===== src/rtl/menu_pkg.sv =====
`default_nettype none
// +------------------------------------------------------------------------+
// | Module  : menu_pkg                                                     |
// | Purpose : Shared state encoding and default item mask for the pocket   |
// |           LED board menu controller.                                   |
// | Contents: ST_* state codes, menu_state_e enum, C_ITEM_MASK_ALL.        |
// | Revision: 1.0 - initial release                                        |
// +------------------------------------------------------------------------+
package menu_pkg;

  localparam logic [1:0] ST_BROWSE = 2'd0;
  localparam logic [1:0] ST_RUN    = 2'd1;
  localparam logic [1:0] ST_EXIT   = 2'd2;

  typedef enum logic [1:0] {
    S_BROWSE = ST_BROWSE,
    S_RUN    = ST_RUN,
    S_EXIT   = ST_EXIT
  } menu_state_e;

  // Wide enough for the largest menu; the top slices off N_ITEMS bits.
  localparam logic [15:0] C_ITEM_MASK_ALL = 16'hFFFF;

endpackage
`default_nettype wire


===== src/rtl/menu_key_edge.sv =====
`default_nettype none
// +------------------------------------------------------------------------+
// | Module  : menu_key_edge                                                |
// | Purpose : Brings one asynchronous key level into the clk domain and    |
// |           emits a one-cycle pulse on each rising edge.                 |
// | Ports   : clk, rst_n (async active-low), key (async level in),         |
// |           pulse (one clk cycle high per press).                        |
// | Revision: 1.0 - initial release                                        |
// +------------------------------------------------------------------------+
module menu_key_edge (
  input  logic clk,
  input  logic rst_n,
  input  logic key,
  output logic pulse
);

  logic r_sync1;
  logic r_sync2;
  logic r_sync2_d;

  always_ff @(posedge clk or negedge rst_n) begin
    if (!rst_n) begin
      r_sync1   <= 1'b0;
      r_sync2   <= 1'b0;
      r_sync2_d <= 1'b0;
    end else begin
      r_sync1   <= key;
      r_sync2   <= r_sync1;
      r_sync2_d <= r_sync2;
    end
  end

  // A held key produces a single pulse; release produces none.
  assign pulse = r_sync2 & ~r_sync2_d;

endmodule
`default_nettype wire


===== src/rtl/menu_ctrl.sv =====
`default_nettype none
// +------------------------------------------------------------------------+
// | Module  : menu_ctrl                                                    |
// | Purpose : Menu controller: browses enabled items with next/prev,       |
// |           launches the highlighted item with select, and returns to    |
// |           browsing on the item's exit request or a user abort.         |
// | Ports   : clk, rst_n (async active-low)                                |
// |           key_sel/key_next/key_prev/key_abort : async key levels       |
// |           back_req[N_ITEMS]  : per-item exit request (clk domain)      |
// |           en_sub_n[N_ITEMS]  : one-cold active-low item enable         |
// |           top_idx[IDX_W]     : highlighted item                        |
// |           in_sub             : item running or exiting                 |
// |           launch             : one-cycle pulse on item enable          |
// | Revision: 1.0 - initial release                                        |
// +------------------------------------------------------------------------+
module menu_ctrl
  import menu_pkg::*;
#(
  parameter int                 N_ITEMS   = 8,
  parameter int                 IDX_W     = $clog2(N_ITEMS),
  parameter logic [N_ITEMS-1:0] ITEM_MASK = C_ITEM_MASK_ALL[N_ITEMS-1:0],
  parameter bit                 WRAP      = 1'b1,
  parameter bit                 ABORT_EN  = 1'b1
) (
  input  logic               clk,
  input  logic               rst_n,
  input  logic               key_sel,
  input  logic               key_next,
  input  logic               key_prev,
  input  logic               key_abort,
  input  logic [N_ITEMS-1:0] back_req,
  output logic [N_ITEMS-1:0] en_sub_n,
  output logic [IDX_W-1:0]   top_idx,
  output logic               in_sub,
  output logic               launch
);

  logic w_sel;
  logic w_next;
  logic w_prev;
  logic w_abort;

  menu_key_edge u_key_sel   (.clk(clk), .rst_n(rst_n), .key(key_sel),   .pulse(w_sel));
  menu_key_edge u_key_next  (.clk(clk), .rst_n(rst_n), .key(key_next),  .pulse(w_next));
  menu_key_edge u_key_prev  (.clk(clk), .rst_n(rst_n), .key(key_prev),  .pulse(w_prev));
  menu_key_edge u_key_abort (.clk(clk), .rst_n(rst_n), .key(key_abort), .pulse(w_abort));

  menu_state_e        r_state;
  menu_state_e        w_state_nxt;
  logic [IDX_W-1:0]   r_idx;
  logic [IDX_W-1:0]   w_idx_nxt;
  logic [N_ITEMS-1:0] r_en_n;
  logic [N_ITEMS-1:0] w_en_n_nxt;
  logic               r_in_sub;
  logic               w_in_sub_nxt;
  logic               r_launch;
  logic               w_launch_nxt;

  // Nearest enabled item above (up=1) or below (up=0) cur. Without wrap a
  // candidate that falls off either end is skipped, so the index saturates.
  function automatic logic [IDX_W-1:0] f_step(input logic [IDX_W-1:0] cur,
                                              input logic             up);
    logic [IDX_W-1:0] res;
    logic [IDX_W-1:0] ci;
    logic             found;
    int               cand;
    res   = cur;
    found = 1'b0;
    for (int k = 1; k < N_ITEMS; k++) begin
      cand = up ? (int'(cur) + k) : (int'(cur) - k);
      if (WRAP) begin
        if (cand >= N_ITEMS) cand = cand - N_ITEMS;
        else if (cand < 0)   cand = cand + N_ITEMS;
      end
      ci = cand[IDX_W-1:0];
      if (!found && cand >= 0 && cand < N_ITEMS && ITEM_MASK[ci]) begin
        res   = ci;
        found = 1'b1;
      end
    end
    return res;
  endfunction

  logic [N_ITEMS-1:0] w_cur_onehot;
  logic               w_cur_back;

  assign w_cur_onehot = {{(N_ITEMS-1){1'b0}}, 1'b1} << r_idx;
  assign w_cur_back   = back_req[r_idx];

  always_comb begin
    w_state_nxt  = r_state;
    w_idx_nxt    = r_idx;
    w_en_n_nxt   = '1;
    w_in_sub_nxt = r_in_sub;
    w_launch_nxt = 1'b0;
    case (r_state)
      S_BROWSE: begin
        w_in_sub_nxt = 1'b0;
        // Select wins over any simultaneous browse key; abort has no
        // meaning here. next+prev together cancel out.
        if (w_sel) begin
          w_state_nxt  = S_RUN;
          w_en_n_nxt   = ~w_cur_onehot;
          w_in_sub_nxt = 1'b1;
          w_launch_nxt = 1'b1;
        end else if (w_next && !w_prev) begin
          w_idx_nxt = f_step(r_idx, 1'b1);
        end else if (w_prev && !w_next) begin
          w_idx_nxt = f_step(r_idx, 1'b0);
        end
      end
      S_RUN: begin
        w_in_sub_nxt = 1'b1;
        if (w_cur_back || (ABORT_EN && w_abort)) begin
          w_state_nxt = S_EXIT;
        end else begin
          w_en_n_nxt = ~w_cur_onehot;
        end
      end
      S_EXIT: begin
        // Holding here until the request drops keeps a still-asserted
        // back_req from being seen again and key pulses from relaunching.
        w_in_sub_nxt = 1'b1;
        if (!w_cur_back) begin
          w_state_nxt  = S_BROWSE;
          w_in_sub_nxt = 1'b0;
        end
      end
      default: begin
        w_state_nxt  = S_BROWSE;
        w_in_sub_nxt = 1'b0;
      end
    endcase
  end

  always_ff @(posedge clk or negedge rst_n) begin
    if (!rst_n) begin
      r_state  <= S_BROWSE;
      r_idx    <= '0;
      r_en_n   <= '1;
      r_in_sub <= 1'b0;
      r_launch <= 1'b0;
    end else begin
      r_state  <= w_state_nxt;
      r_idx    <= w_idx_nxt;
      r_en_n   <= w_en_n_nxt;
      r_in_sub <= w_in_sub_nxt;
      r_launch <= w_launch_nxt;
    end
  end

  assign en_sub_n = r_en_n;
  assign top_idx  = r_idx;
  assign in_sub   = r_in_sub;
  assign launch   = r_launch;

endmodule
`default_nettype wire


===== config.mk =====
export PLATFORM = sky130hd
export DESIGN_NAME = menu_ctrl
export DESIGN_NICKNAME = d
export VERILOG_FILES = /design/src/rtl/menu_pkg.sv /design/src/rtl/menu_key_edge.sv /design/src/rtl/menu_ctrl.sv
export SDC_FILE = /design/constraint.sdc
export NUM_CORES = 1
export LEC_CHECK = 0
export ABC_AREA = 1
export CAP_MARGIN = 15
export CORE_MARGIN = 2
export CORE_UTILIZATION = 27
export DETAILED_ROUTE_END_ITERATION = 10
export MAX_ROUTING_LAYER = met4
export PLACE_DENSITY = 0.59
export REMOVE_ABC_BUFFERS = 1
export SKIP_CTS_REPAIR_TIMING = 1
export SLEW_MARGIN = 20
export SYNTH_ARGS = -nofsm -noshare
export SYNTH_HDL_FRONTEND = slang
export SYNTH_SLANG_ARGS = --single-unit

===== constraint.sdc =====
create_clock -name clk -period 2.5 [get_ports clk]
set_clock_uncertainty 0.2 [all_clocks]
set_input_delay 0.5 -clock clk [delete_from_list [all_inputs] [get_ports clk]]
set_output_delay 0.5 -clock clk [all_outputs]
set_load 0.005 [all_outputs]

Word level (Yosys, flattened, before mapping)
Memory sizes are Yosys's and may differ from the RTL's.
Index checks and enable logic that the tools add are counted.
{"block": "word_totals", "out_inout_bits": 13, "mem_count": 14, "romBits": 112, "inputBits": 14, "register_bits": 27, "elab_cells": 397}
{"memory": "(no name shown)", "depth": 8, "word_bits": 1, "rd": 1, "rd_clocked_by_memory_dff": 0, "write_ports": 0, "line_no": "menu_ctrl.sv:76", "rtl": "if (!found && cand >= 0 && cand < N_ITEMS && ITEM_MASK[ci]) begin"}
{"memory": "(no name shown)", "depth": 8, "word_bits": 1, "rd": 1, "rd_clocked_by_memory_dff": 0, "write_ports": 0, "line_no": "menu_ctrl.sv:76"}
{"memory": "(no name shown)", "depth": 8, "word_bits": 1, "rd": 1, "rd_clocked_by_memory_dff": 0, "write_ports": 0, "line_no": "menu_ctrl.sv:76"}
{"memory": "(no name shown)", "depth": 8, "word_bits": 1, "rd": 1, "rd_clocked_by_memory_dff": 0, "write_ports": 0, "line_no": "menu_ctrl.sv:76"}
{"memory": "(no name shown)", "depth": 8, "word_bits": 1, "rd": 1, "rd_clocked_by_memory_dff": 0, "write_ports": 0, "line_no": "menu_ctrl.sv:76"}
{"memory": "(no name shown)", "depth": 8, "word_bits": 1, "rd": 1, "rd_clocked_by_memory_dff": 0, "write_ports": 0, "line_no": "menu_ctrl.sv:76"}
{"memory": "+8 memories"}
{"block": "classes", "magnitude_cmp": 71, "shift": 1, "n_eq_ne": 6, "mux": 174, "bitwise_logic": 10, "addsub": 42, "reduce_logical": 62}
{"operator": "32-bit two-way mux", "n": 77}
{"operator": "32-bit by 1-bit >= comparator with 1-bit output, second input constant", "n": 14}
{"operator": "32-bit by 5-bit less-than comparator with 1-bit output, second input constant", "n": 14}
{"operator": "32-bit by 5-bit adder with 32-bit output, second input constant", "n": 7}
{"operator": "32-bit by 5-bit >= comparator with 1-bit output, second input constant", "n": 7}
{"operator": "32-bit by 1-bit less-than comparator with 1-bit output, second input constant", "n": 7}
{"operator": "32-bit by 5-bit subtractor with 32-bit output, second input constant", "n": 7}
{"operator": "1-bit two-way mux", "n": 72}
{"operator": "3-bit by 4-bit less-than comparator with 1-bit output, second input constant", "n": 15}
{"operator": "3-bit two-way mux", "n": 16}
{"operator": "4-bit by 5-bit adder with 6-bit output, second input constant", "n": 7}
{"operator": "1-bit logical AND", "n": 42}
{"operator": "4-bit by 5-bit subtractor with 6-bit output, second input constant", "n": 7}
{"operator": "4-bit by 5-bit >= comparator with 1-bit output, second input constant", "n": 7}
{"operator": "4-bit by 1-bit less-than comparator with 1-bit output, second input constant", "n": 7}
{"operator": "3-bit by 3-bit adder with 4-bit output, second input constant", "n": 4}
{"operator": "8-bit two-way mux", "n": 2}
{"operator": "8-bit case mux with 2 select lines", "n": 1}
{"operator": "3-bit by 3-bit subtractor with 4-bit output, second input constant", "n": 4}
{"operator": "1-bit zero test", "n": 14}
{"operator": "3-bit by 2-bit adder with 4-bit output, second input constant", "n": 2}
{"operator": "8-bit by 1-bit != test with 1-bit output, second input constant", "n": 1}
{"operator": "8-bit inverter", "n": 1}
{"operator": "8-bit nonzero test", "n": 1}
{"operator": "19 further kinds", "n": 30}

Logic depth before layout (Yosys ltp)
{"block": "depth", "word_depth": 68, "mapped_depth": 8, "ltp_nobuf": 8}

By module
Synthesis repeated with hierarchy kept, for this count alone.
{"block": "unflattened", "cells_unflattened": 109, "area_unflattened_um2": 1154.9}
{"mod": "menu_ctrl", "area_per_inst_um2": 814.5, "cells_each": 89, "seq_area_each_um2": 385.4, "n_inst": 1}
{"mod": "menu_key_edge", "area_per_inst_um2": 85.1, "cells_each": 5, "seq_area_each_um2": 75.1, "n_inst": 4}

Worst setup path after synthesis
OpenSTA, ideal clock, no wires.
{"block": "synth_path", "path_kind": "flip-flop to flip-flop", "from": "register r_idx[0], in the netlist top_idx[0]", "to": "register r_idx[2], in the netlist top_idx[2]", "n_path_buf": 0, "required_ps": 2217, "path_slack_ps": 1042, "arrival_ps": 1175, "synth_period_minus_slack_ps": 1458, "setup_time_ps": 83, "path_stages_with_launch": 6, "cell_sequence": "dfrtp_1 ha_1 ha_1 nand2_1 o21ai_0 o21ai_0"}
{"block": "synth_via", "elab_chain_len": 68, "word_cells_on_any_way": 328, "cone_classes": "42 x add/sub; 56 x order compare; 1 x eq/ne; 161 x mux; 54 x reduce/logical; 14 x memory"}
{"element": "start, declared", "line_no": "menu_ctrl.sv:50", "rtl": "logic [IDX_W-1:0] r_idx;"}
{"element": "start signal, assigned", "line_no": "menu_ctrl.sv:145", "rtl": "r_idx <= w_idx_nxt;"}
{"element": "branches (longest 68 deep; another with 32-bit by 1-bit >= comparator with 1-bit output)"}
Parallel ways; which one is timed is not known. The select of a mux whose other input is x is not followed.
A chain may end at the register's enable or synchronous reset.

Final worst setup path
{"block": "layout_path", "from": "register r_idx[2], in the netlist top_idx[2]", "to": "output top_idx[2]"}
{"element": "end, declared", "line_no": "menu_ctrl.sv:33", "rtl": "output logic [IDX_W-1:0] top_idx,"}
No word-level cell between the ends.

==> results.cfg <==
[timing]
worstMarginPinSlew_ns = 0.327
post-route-period-util = 0.832
min_period_ns = 2.08
setup_violations = 0
fmax_mhz = 481
setup_tns_ns = 0
grt_setup_unrepaired = false
relSlewSlack = 0.782
slew_violations = 0
finalHoldViolCount = 0

[global_route]
grt_pass1_wl_um = 3060
overflow = 0
groute.usage.overall = 0.0938
antenna_found_initial = 0
grt_max_degree = 28
grt_pass1_vias = 712

[route]
drt_iter0_markers = 17
vias = 725
wl_um = 1760
drc = 0
via_per_inst = 4.01
dr.pass1.iters = 2
ant_nets = 0
wire_per_inst_um = 9.71

[worst_setup_path]
crit_buf_inv = 1
cp_cell_sequence = clkdlybuf4s50_1
crit_slowest_cell = clkdlybuf4s50_1
startpoint_type = flop
cpPeakStageDelay_ns = 0.58
critPathRequiredTime_ns = 1.80
endpoint_kind = primary output
critPathMaxFanout = 9
critPathKind = flop to primary output
crit_arrival_ns = 1.38
cp_top_family = buffers and inverters

[die]
core-area_um2 = 3940
dieHeight_um = 67.5
die_w_um = 67.5
rows = 23
start_util = 0.276
die-area_um2 = 4560
io_pins = 27

[finish]
final_cell_mix = clkdlybuf4s50_1 (26), nand2_1 (19), dfrtp_1 (19), inv_1 (16), nand3_1 (12)
final_nets = 154
layout_commonest_cell = clkdlybuf4s50_1
largest_register_ffs = 8
drive_gt1_frac = 0.115
num_antenna_cells = 0
syn2layout_area_growth_pct = 33.8

[pwr]
pwr-share-seq = 0.472
power_density_nw_per_um2 = 864
clockPowerShare = 0.183
intPower_mw = 0.844
vdd_drop_max_v = 0.000473
p_sw_mw = 0.414
comb_power_share = 0.345
switching_share = 0.329
p_leak_nw = 0.693
finalPower_mw = 1.26

[clock_tree]
cts_sinks = 27
clockRootBuffer = clkbuf_8
cts_buffer_depth = 2
cts.clk_slew.worst_paths_ns = 0.08
cts_tree = built
cts_max_level = 1
clk_latency_ns = 0.26
cts_buffers = 3

[logic_synthesis]
syn_area_um2 = 1090
synth-seq-cells = 27
synth_area_leaders = dfrtp_1 (44%), dfstp_2 (19%), ha_1 (9.2%), nand2_1 (6.6%), nand3_1 (5.5%)
seq_area_frac_synth = 0.630
ys.warnings.count = 0
synth.top_cell.area_share = 0.437
synth_top_area_cell = dfrtp_1
synthesis.instances = 101
syn-mean-instance-area_um2 = 10.8
yosysUniqueCellTypes = 15

[placed_design]
gp_congestion = 0.767
dp_hpwl_um = 1380
port_buffers = 26

[job]
maxCapViolCount = 0

[outcome]
status = finished, final reports clean

[worst_hold_path]
min_path_type = flop to flop
[routing by layer]
| layer | track usage | part of all wire | up-vias |
|---|---|---|---|
| li1 | - | - | 369 |
| met1 | 0.103 | 0.44 | 335 |
| met2 | 0.164 | 0.50 | 19 |
| met3 | 0.0300 | 0.056 | 2 |
| met4 | 0.0230 | 0.0063 | 0 |
| met5 | - | 0 | - |
[area by class of cell]
cell class	instances	area, um^2
Clock buffer	4	45.0
Fill cell	389	2490
Inverter	17	63.8
Multi-Input combinational cell	56	332
Sequential cell	27	686
Tap cell	50	62.6
Timing Repair Buffer	27	268
[through the flow]
step / cell area [um^2] / hold slack, ns / utilization / std cells / worst slack [ns]
after floorplan: 1080 / 0.00441 / - / 100 / 1.04
after global placement: 1410 / 0.132 / 0.358 / 177 / 0.687
after detailed placement: 1410 / 0.139 / 0.358 / 177 / 0.668
after CTS: 1460 / 0.159 / 0.369 / 181 / 0.392
after global routing: 1460 / 0.164 / 0.369 / 181 / 0.344
final: 1460 / 0.156 / 0.369 / 181 / 0.421
[worst paths after layout]
check | start | to | slack, ns | cells past startpoint
worst max-delay path | top_idx[2] | top_idx[2] | 0.42 | 1
worst min register to register | u_key_sel.r_sync1 | u_key_sel.r_sync2 | 0.16 | 0
min in group asynchronous | rst_n | u_key_sel.r_sync1 | 0.39 | 2
worst min-delay path | u_key_sel.r_sync1 | u_key_sel.r_sync2 | 0.16 | 0
max in group asynchronous | rst_n | en_sub_n[1] | 1.42 | 2
worst max register to register | top_idx[2] | top_idx[2] | 0.88 | 5
[synthesized netlist by cell type]
cell type  count
nand2_1       19
ha_1           8
inv_1         16
nand4_1        1
xor2_1         3
nor2_1         6
o21ai_0        4
nand2_4        1
buf_4          1
nand2_2        1
dfstp_2        8
nand3_1       12
inv_2          1
o21a_1         1
dfrtp_1       19
[cell families after synthesis]
logic type / after synthesis / share of synthesized area
AO/OA/AOI/OAI: 5 / 0.0253
XOR/XNOR: 3 / 0.0241
adder cells (fa/ha/maj): 8 / 0.0920
buffers and inverters: 18 / 0.0655
flip-flops: 27 / 0.630
AND/OR/NAND/NOR: 40 / 0.163
[power by group through the flow]
stage	sequential (mW)	combinational (mW)	clock, mW
5_1_grt	0.609	0.501	0.263
4_1_cts	0.597	0.442	0.240
6_report	0.594	0.434	0.230
2_1_floorplan	0.591	0.247	0
3_5_place_dp	0.605	0.438	0
3_3_place_gp	0.603	0.430	0
No activity file was read; power rests on OpenSTA's default activity.
